File: config.mk
export PLATFORM = sky130hd
export DESIGN_NAME = player_hit_ctrl
export DESIGN_NICKNAME = d
export VERILOG_FILES = /design/src/rtl/player_hit_ctrl.sv
export SDC_FILE = /design/constraint.sdc
export NUM_CORES = 1
export LEC_CHECK = 0
export ABC_AREA = 1
export BUFFER_PORTS_ARGS = -buffer_cell sky130_fd_sc_hd__clkbuf_2
export CAP_MARGIN = 10
export CORE_UTILIZATION = 35
export CTS_BUF_LIST = sky130_fd_sc_hd__clkbuf_2 sky130_fd_sc_hd__clkbuf_4 sky130_fd_sc_hd__clkbuf_8
export DETAILED_ROUTE_END_ITERATION = 7
export PLACE_DENSITY_LB_ADDON = 0.3
export SLEW_MARGIN = 20
export SYNTH_ARGS = -nofsm -noshare
export SYNTH_HDL_FRONTEND = slang
export SYNTH_SLANG_ARGS = --single-unit
File: constraint.sdc
create_clock -name clk -period 1.39 [get_ports clk]
set_input_delay 0 -clock clk [delete_from_list [all_inputs] [get_ports clk]]
set_output_delay 0 -clock clk [all_outputs]
set_load 0.02 [all_outputs]
File: src/rtl/player_hit_ctrl.sv
// player_hit_ctrl: bullet/ship overlap detection and player damage FSM.
// Ports: clk, reset (async, active-high), restart_n (sync soft restart),
//   frame_tick, bullet pos (posX/Y_municao), ship pos (posX/Y_jogador);
//   out: lives, hit_pulse, invulneravel, player_visible, game_over.
module player_hit_ctrl #(
  parameter int PLAYER_W      = 40,
  parameter int PLAYER_H      = 20,
  parameter int BULLET_W      = 1,
  parameter int BULLET_H      = 20,
  parameter int LIVES_INIT    = 3,
  parameter int INVULN_FRAMES = 120
) (
  input  logic        clk,
  input  logic        reset,
  input  logic        restart_n,
  input  logic        frame_tick,
  input  logic [10:0] posX_municao,
  input  logic [10:0] posY_municao,
  input  logic [10:0] posX_jogador,
  input  logic [10:0] posY_jogador,
  output logic [3:0]  lives,
  output logic        hit_pulse,
  output logic        invulneravel,
  output logic        player_visible,
  output logic        game_over
);

  typedef enum logic [1:0] {
    ALIVE     = 2'd0,
    INVULN    = 2'd1,
    GAME_OVER = 2'd2
  } state_t;

  localparam logic [11:0] PW  = 12'(PLAYER_W);
  localparam logic [11:0] PH  = 12'(PLAYER_H);
  localparam logic [11:0] BW  = 12'(BULLET_W);
  localparam logic [11:0] BH  = 12'(BULLET_H);
  localparam logic [3:0]  LIN = 4'(LIVES_INIT);
  localparam logic [7:0]  IFR = 8'(INVULN_FRAMES);

  state_t      state;
  state_t      state_n;
  logic [3:0]  lives_n;
  logic [7:0]  frame_cnt;
  logic [7:0]  frame_cnt_n;
  logic [7:0]  cnt_inc;
  logic        hit_n;
  logic        ov;
  logic        ov_q;
  logic        inv_n;
  logic        go_n;
  logic        vis_n;

  // One extra bit keeps the edge sums from wrapping.
  logic [11:0] bx;
  logic [11:0] by;
  logic [11:0] px;
  logic [11:0] py;

  assign bx = {1'b0, posX_municao};
  assign by = {1'b0, posY_municao};
  assign px = {1'b0, posX_jogador};
  assign py = {1'b0, posY_jogador};

  // posY of zero marks an empty bullet slot.
  assign ov = (posY_municao != 11'd0)
            && (bx < px + PW)
            && (px < bx + BW)
            && (by < py + PH)
            && (py < by + BH);

  assign cnt_inc = frame_cnt + 8'd1;

  always_ff @(posedge clk or posedge reset) begin
    if (reset) begin
      state          <= ALIVE;
      lives          <= LIN;
      frame_cnt      <= 8'd0;
      ov_q           <= 1'b0;
      hit_pulse      <= 1'b0;
      invulneravel   <= 1'b0;
      game_over      <= 1'b0;
      player_visible <= 1'b1;
    end else begin
      state          <= state_n;
      lives          <= lives_n;
      frame_cnt      <= frame_cnt_n;
      ov_q           <= restart_n & ov;
      hit_pulse      <= hit_n;
      invulneravel   <= inv_n;
      game_over      <= go_n;
      player_visible <= vis_n;
    end
  end

  // Restart wins over a hit on the same edge.
  always_comb begin
    state_n     = state;
    lives_n     = lives;
    frame_cnt_n = frame_cnt;
    hit_n       = 1'b0;
    if (!restart_n) begin
      state_n     = ALIVE;
      lives_n     = LIN;
      frame_cnt_n = 8'd0;
    end else begin
      case (state)
        ALIVE: begin
          if (ov_q) begin
            hit_n = 1'b1;
            if (lives > 4'd1) begin
              lives_n     = lives - 4'd1;
              frame_cnt_n = 8'd0;
              state_n     = INVULN;
            end else begin
              lives_n = 4'd0;
              state_n = GAME_OVER;
            end
          end
        end
        INVULN: begin
          if (frame_tick) begin
            frame_cnt_n = cnt_inc;
            if (cnt_inc == IFR) begin
              state_n = ALIVE;
            end
          end
        end
        GAME_OVER: begin
          state_n = GAME_OVER;
        end
        default: begin
          state_n = ALIVE;
        end
      endcase
    end
  end

  // Decoded from the next state so the registered outputs
  // line up with the state they describe.
  always_comb begin
    inv_n = 1'b0;
    go_n  = 1'b0;
    vis_n = 1'b1;
    unique case (1'b1)
      (state_n == INVULN): begin
        inv_n = 1'b1;
        vis_n = ~frame_cnt_n[3];
      end
      (state_n == GAME_OVER): begin
        go_n  = 1'b1;
        vis_n = 1'b0;
      end
      default: begin
        vis_n = 1'b1;
      end
    endcase
  end

endmodule
==> flow_summary_export.csv, run 1 <==
group,metric,value,unit
status,outcome,"finished, violations left",
status,violations,"negative setup slack",
power_and_ir_drop,switching_share,0.354,
die,die_area,0.00784,mm2
power_and_ir_drop,p_per_area,494,mW/mm2
synth,netlist_instances,379,
clocking,cts_tree,"built",
grt,grt_max_degree,20,
worst_setup_path,start_kind,"flip-flop",
sta,layout_setup_ws,-0.211,ns
synth,yosys_register_bits,19,
synth,synth_nets,474,
grt,use_met3,0.0103,
place,dpl-instance-area,0.00355,mm2
routing,drc,0,
die,fp-row-count,31,
routing,wl_per_cell,11.2,um
sta,drv_slew,0,
sta,setup_viol,16,
clocking,cts_made_buffers,3,
sta,setup_tns,-1.74,ns
routing,drtIter0Drc,81,
synth,avgSynthCellArea,6.92,um2
sta,worst_pin_slew,0.286,ns
synth,synth_cell_types,29,
sta,slew_headroom,0.807,
sta,hold_viol_final,0,
routing,firstDrtPassIters,4,
min_path,min_from,"restart_n",
grt,busiest_layer,"met2",
worst_setup_path,crit_type,"flip-flop to flip-flop",
die,fp.coreArea,0.00725,mm2
worst_setup_path,rr_startpoint,"lives[0]",
grt,grtUsageMet2,0.317,
sta,final.setup_skew,0.00248,ns
clocking,htreeDepth,1,
final_layout,area_delta_synth_final,51.3,%
place,gp_congestion,0.862,
die,start_util,0.362,
final_layout,layout.nets,610,
die,top_level_ports,56,
routing,num_vias,2859,
power_and_ir_drop,leakagePower,2.05,nW
synth,synth.top_cells.by_area,"ha_1 (22%), dfrtp_1 (15%), nand2_1 (12%), inv_1 (8.0%), xor2_1 (7.3%)",
grt,grt_overflow,0,
grt,first_global_vias,2689,
final_layout,final_cell_mix,"nand2_1 (79), buf_4 (76), inv_1 (46), clkbuf_2 (46), ha_1 (39)",
routing,antenna_left,0,
grt,grtUsageTotal,0.179,
worst_setup_path,cp.required,1.54,ns
routing,vias_per_cell,4.66,
sta,fmax,625,MHz
die,chipHeight,88.6,um
worst_setup_path,cp.arrival,1.75,ns
final_layout,layout_commonest_cell,"nand2_1",
synth,yosys_warnings,0,
synth,yosysTopAreaCellShare,0.224,
worst_setup_path,end_kind,"flip-flop",
synth,synth_area,0.00262,mm2
sta,period_needed,1.60,ns
die,die_x,88.6,um
routing,drt-total-wl,6870,um
power_and_ir_drop,netSwitchingPower,0.000696,W
synth,yosysSeqAreaShare,0.183,
final_layout,drive_gt1_frac,0.379,
clocking,cts_max_path_buffers,2,
power_and_ir_drop,power,0.00196,W
worst_setup_path,crit_path_start,"lives[0]",
place,dp_hpwl,5480,um
place,io_buffers,55,
clocking,insertion_delay,0.25,ns
clocking,clock_sinks,19,
final_layout,final_area,0.00397,mm2
sta,min_period_over_period,1.15,
clocking,clk_pin_slew_worst_paths,0.07,ns
power_and_ir_drop,sequentialPowerShare,0.299,
final_layout,num-fill-cells,657,
worst_setup_path,crit_fanout,4,
job,maxCapViolations,0,
power_and_ir_drop,p_int,0.00127,W
power_and_ir_drop,comb_power_share,0.493,
grt,grt_pass1_wl,11500,um
grt,grtUsageMet1,0.246,
grt,antenna_found_initial,0,
power_and_ir_drop,pwr-share-clk,0.208,
final_layout,antenna_cells,0,
synth,synth_area_leader_cell,"ha_1",
power_and_ir_drop,vdd_ir_drop_max,0.354,mV
sta,rsz0062_at_grt,"true",
min_path,hold_path.class,"input port to flip-flop",
clocking,root_buffer,"clkbuf_8",
## flip-flops by register name, indices dropped and copies added (netlist names)
signal,flops
ov_q,1
invulneravel,1
lives,4
state,2
hit_pulse,1
game_over,1
frame_cnt,8
player_visible,1
## layer usage
metal	wire length (um)	up-vias
li1	-	1514
met1	3310	1277
met2	3300	62
met3	197	6
met4	68	0
met5	0	-
## stage by stage
step	util	hold WS (ns)	setup WS [ns]	std cells
finish	0.547	0.0970	-0.211	613
global route	0.547	0.141	-0.264	613
CTS	0.522	0.0942	-0.206	606
detailed placement	0.489	0.0171	-0.378	597
global placement	0.489	0.0128	-0.354	597
floorplan	-	-0.0511	-0.0884	379
## synthesized netlist by cell type
| cell type | number |
|---|---|
| o22ai_1 | 3 |
| nand2_1 | 83 |
| o21a_1 | 1 |
| a21oi_1 | 22 |
| inv_1 | 56 |
| nor2_1 | 36 |
| nor3_1 | 2 |
| or2_2 | 1 |
| a22o_1 | 1 |
| a21o_1 | 1 |
| buf_4 | 2 |
| nand3_4 | 1 |
| a32o_1 | 1 |
| inv_2 | 1 |
| nand3b_1 | 7 |
| dfrtp_1 | 16 |
| nor3_2 | 1 |
| xor2_1 | 22 |
| nand3_2 | 1 |
| nand3_1 | 27 |
| nand4_1 | 9 |
| nand2_2 | 3 |
| dfstp_2 | 3 |
| xnor2_1 | 8 |
| o22ai_2 | 1 |
| ha_1 | 47 |
| o21ai_0 | 19 |
| o21bai_2 | 1 |
| nor2_2 | 3 |
## area by class of cell
class / instances / area [um2] / area share
clock buffers: 4 / 48.8 / 0.0123
inverters: 57 / 214 / 0.0539
multi-input cells: 301 / 2170 / 0.546
flip-flops and latches: 19 / 479 / 0.121
well taps: 99 / 124 / 0.0312
repair buffers: 133 / 937 / 0.236
## logic make-up (layout without fill, tap and decap cells)
family / after synthesis / count (layout) / share of synthesized area
AND/OR/NAND/NOR: 174 / 174 / 0.298
AO/OA/AOI/OAI: 50 / 50 / 0.107
adder cells (fa/ha/maj): 47 / 47 / 0.224
flip-flops: 19 / 19 / 0.183
XOR/XNOR: 30 / 30 / 0.100
buffers and inverters: 59 / 194 / 0.0873
## worst max-delay path, cell delays in order, from the launching register on
cell     delay (ns)
dfstp_2        0.59
inv_2          0.07
ha_4           0.16
nor2_4         0.10
nor3_4         0.06
nand2_1        0.08
o22ai_2        0.09
buf_4          0.16
a32o_1         0.19
## final timing paths
check                           cells past startpoint  slack [ns]              to
worst min-delay path                                3         0.1  player_visible
min in group asynchronous                           4        0.29    frame_cnt[6]
worst max register to register                      8       -0.21    frame_cnt[1]
worst min register to register                      2        0.57    frame_cnt[7]
worst max-delay path                                8       -0.21    frame_cnt[1]
max in group asynchronous                           4        0.84        lives[0]
## power groups by stage
| stage | Clock (W) | Sequential, W | Combinational [W] |
|---|---|---|---|
| after global placement | 0 | 0.000595 | 0.000827 |
| after global routing | 0.000430 | 0.000589 | 0.00110 |
| after CTS | 0.000411 | 0.000586 | 0.000916 |
| final | 0.000407 | 0.000587 | 0.000968 |
| after detailed placement | 0 | 0.000595 | 0.000847 |
| after floorplan | 0 | 0.000609 | 0.000457 |
## timing repair
item / CTS / global route
setup buffers: 4 / 7
setup endpoints to repair: 17 / 18
gates resized for setup: 33 / 48
hold buffers: 1 / 0
pin swaps: 22 / 43
hold endpoints to repair: 19 / 0
Power figures use the tool's default switching activity.
==> run 2, diff against run 1 <==
--- a/config.mk
+++ b/config.mk
@@ -5,7 +5,6 @@
 export SDC_FILE = /design/constraint.sdc
 export NUM_CORES = 1
 export LEC_CHECK = 0
-export ABC_AREA = 1
 export BUFFER_PORTS_ARGS = -buffer_cell sky130_fd_sc_hd__clkbuf_2
 export CAP_MARGIN = 10
 export CORE_UTILIZATION = 35
==> flow_summary_export.csv, run 2 <==
group,metric,value,unit
status,outcome,"finished, violations left",
status,violations,"negative setup slack",
power_and_ir_drop,power,0.00192,W
min_path,hold_end,"lives[0]",
final_layout,antenna_cells,0,
grt,busiest_layer,"met2",
grt,antenna_found_initial,0,
final_layout,top_register,"frame_cnt",
synth,synth_area_leader_cell,"ha_1",
die,fp-row-count,30,
final_layout,largest_reg_flops,8,
clocking,cts_tree,"built",
routing,drc,0,
worst_setup_path,worstRegToRegCells,8,
min_path,min_from,"restart_n",
synth,synth_area,0.00244,mm2
sta,rsz0062_at_grt,"true",
routing,wl_per_cell,12.7,um
sta,setup_viol,17,
sta,hold_ws,0.0896,ns
min_path,hold_path.class,"input port to flip-flop",
die,chipHeight,85.5,um
die,start_util,0.361,
clocking,clk_pin_slew_worst_paths,0.08,ns
final_layout,final_core_util,0.568,
power_and_ir_drop,p_per_area,501,mW/mm2
worst_setup_path,timing.rr.end,"frame_cnt[5]",
die,fp.coreArea,0.00676,mm2
clocking,cts_max_path_buffers,2,
final_layout,final_cell_mix,"buf_4 (90), clkbuf_2 (53), ha_1 (44)",
final_layout,drive_gt1_frac,0.466,
sta,slew_headroom,0.689,
synth,synth_nets,385,
worst_setup_path,crit_chain,"clkbuf_2, and3_4, and2_4, and3_4, nand4_1, xor2_1, ha_1, a2111oi_2, a31oi_1, o22ai_1, and3_1",
worst_setup_path,cp_slowest_stage_delay,0.31,ns
worst_setup_path,crit_fanout,3,
sta,fmax,570,MHz
clocking,root_buffer,"clkbuf_8",
worst_setup_path,crit_type,"input port to flip-flop",
min_path,hold_depth,3,
sta,period_needed,1.75,ns
worst_setup_path,cp.required,1.59,ns
final_layout,layout.nets,540,
sta,layout_setup_ws,-0.364,ns
synth,yosysSeqAreaShare,0.197,
sta,final.setup_skew,0.00334,ns
synth,async_flop_share,1.00,
routing,vias_per_cell,5.15,
power_and_ir_drop,vdd_ir_drop_max,0.257,mV
routing,num_vias,2700,
grt,grtUsageMet2,0.350,
synth,yosys_warnings,0,
synth,synth.top_cells.by_area,"ha_1 (24%), dfrtp_1 (16%), xor2_1 (9.3%), o21ai_0 (5.1%), a21oi_1 (3.7%)",
final_layout,stdcell_count,524,
final_layout,reg_top3,"frame_cnt x8, lives x4, state x2",
place,dp_hpwl,5530,um
final_layout,num-fill-cells,615,
grt,grtUsageMet1,0.234,
place,gp_congestion,0.836,
clocking,cts_made_buffers,3,
worst_setup_path,rr_startpoint,"lives[1]",
grt,use_met3,0.0126,
die,top_level_ports,56,
worst_setup_path,ff2ff_setup_slack,-0.30,ns
grt,grt_pass1_wl,11400,um
synth,synth_edf_count,0,
worst_setup_path,start_kind,"input port",
sta,drv_slew,0,
synth,synth_cell_types,46,
grt,first_global_vias,2642,
synth,synthTopCellsByCount,"ha_1 (47), xor2_1 (26), o21ai_0 (25)",
grt,grtUsageTotal,0.188,
die,die_x,85.5,um
clocking,clock_sinks,19,
sta,min_period_over_period,1.26,
routing,antenna_left,0,
synth,yosysTopAreaCellShare,0.241,
place,dp_cells,509,
synth,avgSynthCellArea,8.40,um2
synth,yosys_register_bits,19,
sta,hold_viol_final,0,
synth,synthFlopType,"dfrtp_1",
die,die_area,0.00730,mm2
routing,firstDrtPassIters,4,
job,maxCapViolations,0,
worst_setup_path,end_kind,"flip-flop",
sta,worst_pin_slew,0.465,ns
power_and_ir_drop,leakagePower,1.87,nW
clocking,htreeDepth,1,
routing,drt-total-wl,6670,um
routing,drtIter0Drc,74,
synth,netlist_instances,290,
grt,grt_overflow,0,
clocking,insertion_delay,0.26,ns
final_layout,area_delta_synth_final,57.5,%
place,io_buffers,55,
synth,yosysMostFrequentCell,"ha_1",
final_layout,layout_commonest_cell,"buf_4",
worst_setup_path,slowest_stage,"ha_1",
worst_setup_path,cp.arrival,1.96,ns
grt,grt_max_degree,12,
worst_setup_path,path_common_cell,"and3_4",
-- run 2: layout make-up --
class                           count  area, um2  area share
Sequential cell                    19        482       0.125
Timing Repair Buffer              152       1040       0.271
Tap cell                           80        100      0.0261
Clock inverter                      1       5.00     0.00130
Multi-Input combinational cell    253       2110       0.549
Inverter                           16       62.6      0.0163
Clock buffer                        3       41.3      0.0108
-- run 2: worst max-delay path by stage --
stage / from / to / depth (start not counted)
3_3_place_gp: posY_jogador[2] / ov_q / 11
5_1_grt: posY_municao[2] / ov_q / 12
6_report: posX_municao[4] / ov_q / 11
3_5_place_dp: posY_jogador[2] / ov_q / 11
2_1_floorplan: posX_municao[2] / ov_q / 10
4_1_cts: posX_municao[2] / ov_q / 11
-- run 2: what timing repair did --
item / in CTS / in global routing
endpoints found under the setup margin: 17 / 18
pin swaps: 15 / 14
cloned: 0 / 0
hold buffers: 1 / 0
resized for setup: 22 / 26
hold endpoints to repair: 10 / 0
setup buffers: 6 / 5
-- run 2: worst max-delay path: cells and delay by family --
| kind | cells | cell delay, ns |
|---|---|---|
| simple gates | 5 | 0.80 |
| compound gates | 3 | 0.60 |
| fa+ha+maj | 1 | 0.31 |
| xor+xnor | 1 | 0.17 |
| buf+inv | 1 | 0.09 |
-- run 2: where the power goes --
part / internal, W / leakage, nW / switching [W]
Combinational: 0.000479 / 1.60 / 0.000452
Clock: 0.000200 / 0.0255 / 0.000203
Sequential: 0.000573 / 0.251 / 0.0000161
Total: 0.00125 / 1.87 / 0.000671
-- run 2: logic make-up after synthesis --
kind of cell	after synthesis	synth area share
AOI/OAI and AO/OA	78	0.201
xor gates and xnor gates	31	0.111
adders and majority gates	47	0.241
buffers and inverters	18	0.0323
DFF	19	0.197
and+or+nand+nor	97	0.218
-- run 2: per-layer routing --
layer  vias to the layer above  share of wire
met5                         -              0
met4                         0          0.013
met3                         8          0.024
met2                        46           0.51
met1                      1250           0.46
li1                       1396              -
-- run 2: through the flow --
| step | instance area, um2 | TNS, ns | setup slack [ns] |
|---|---|---|---|
| finish | 3840 | -3.66 | -0.364 |
| global route | 3840 | -4.96 | -0.522 |
| CTS | 3700 | -3.86 | -0.400 |
| detailed placement | 3540 | -4.89 | -0.770 |
| global placement | 3540 | -4.54 | -0.734 |
| floorplan | 2540 | -3.51 | -0.402 |
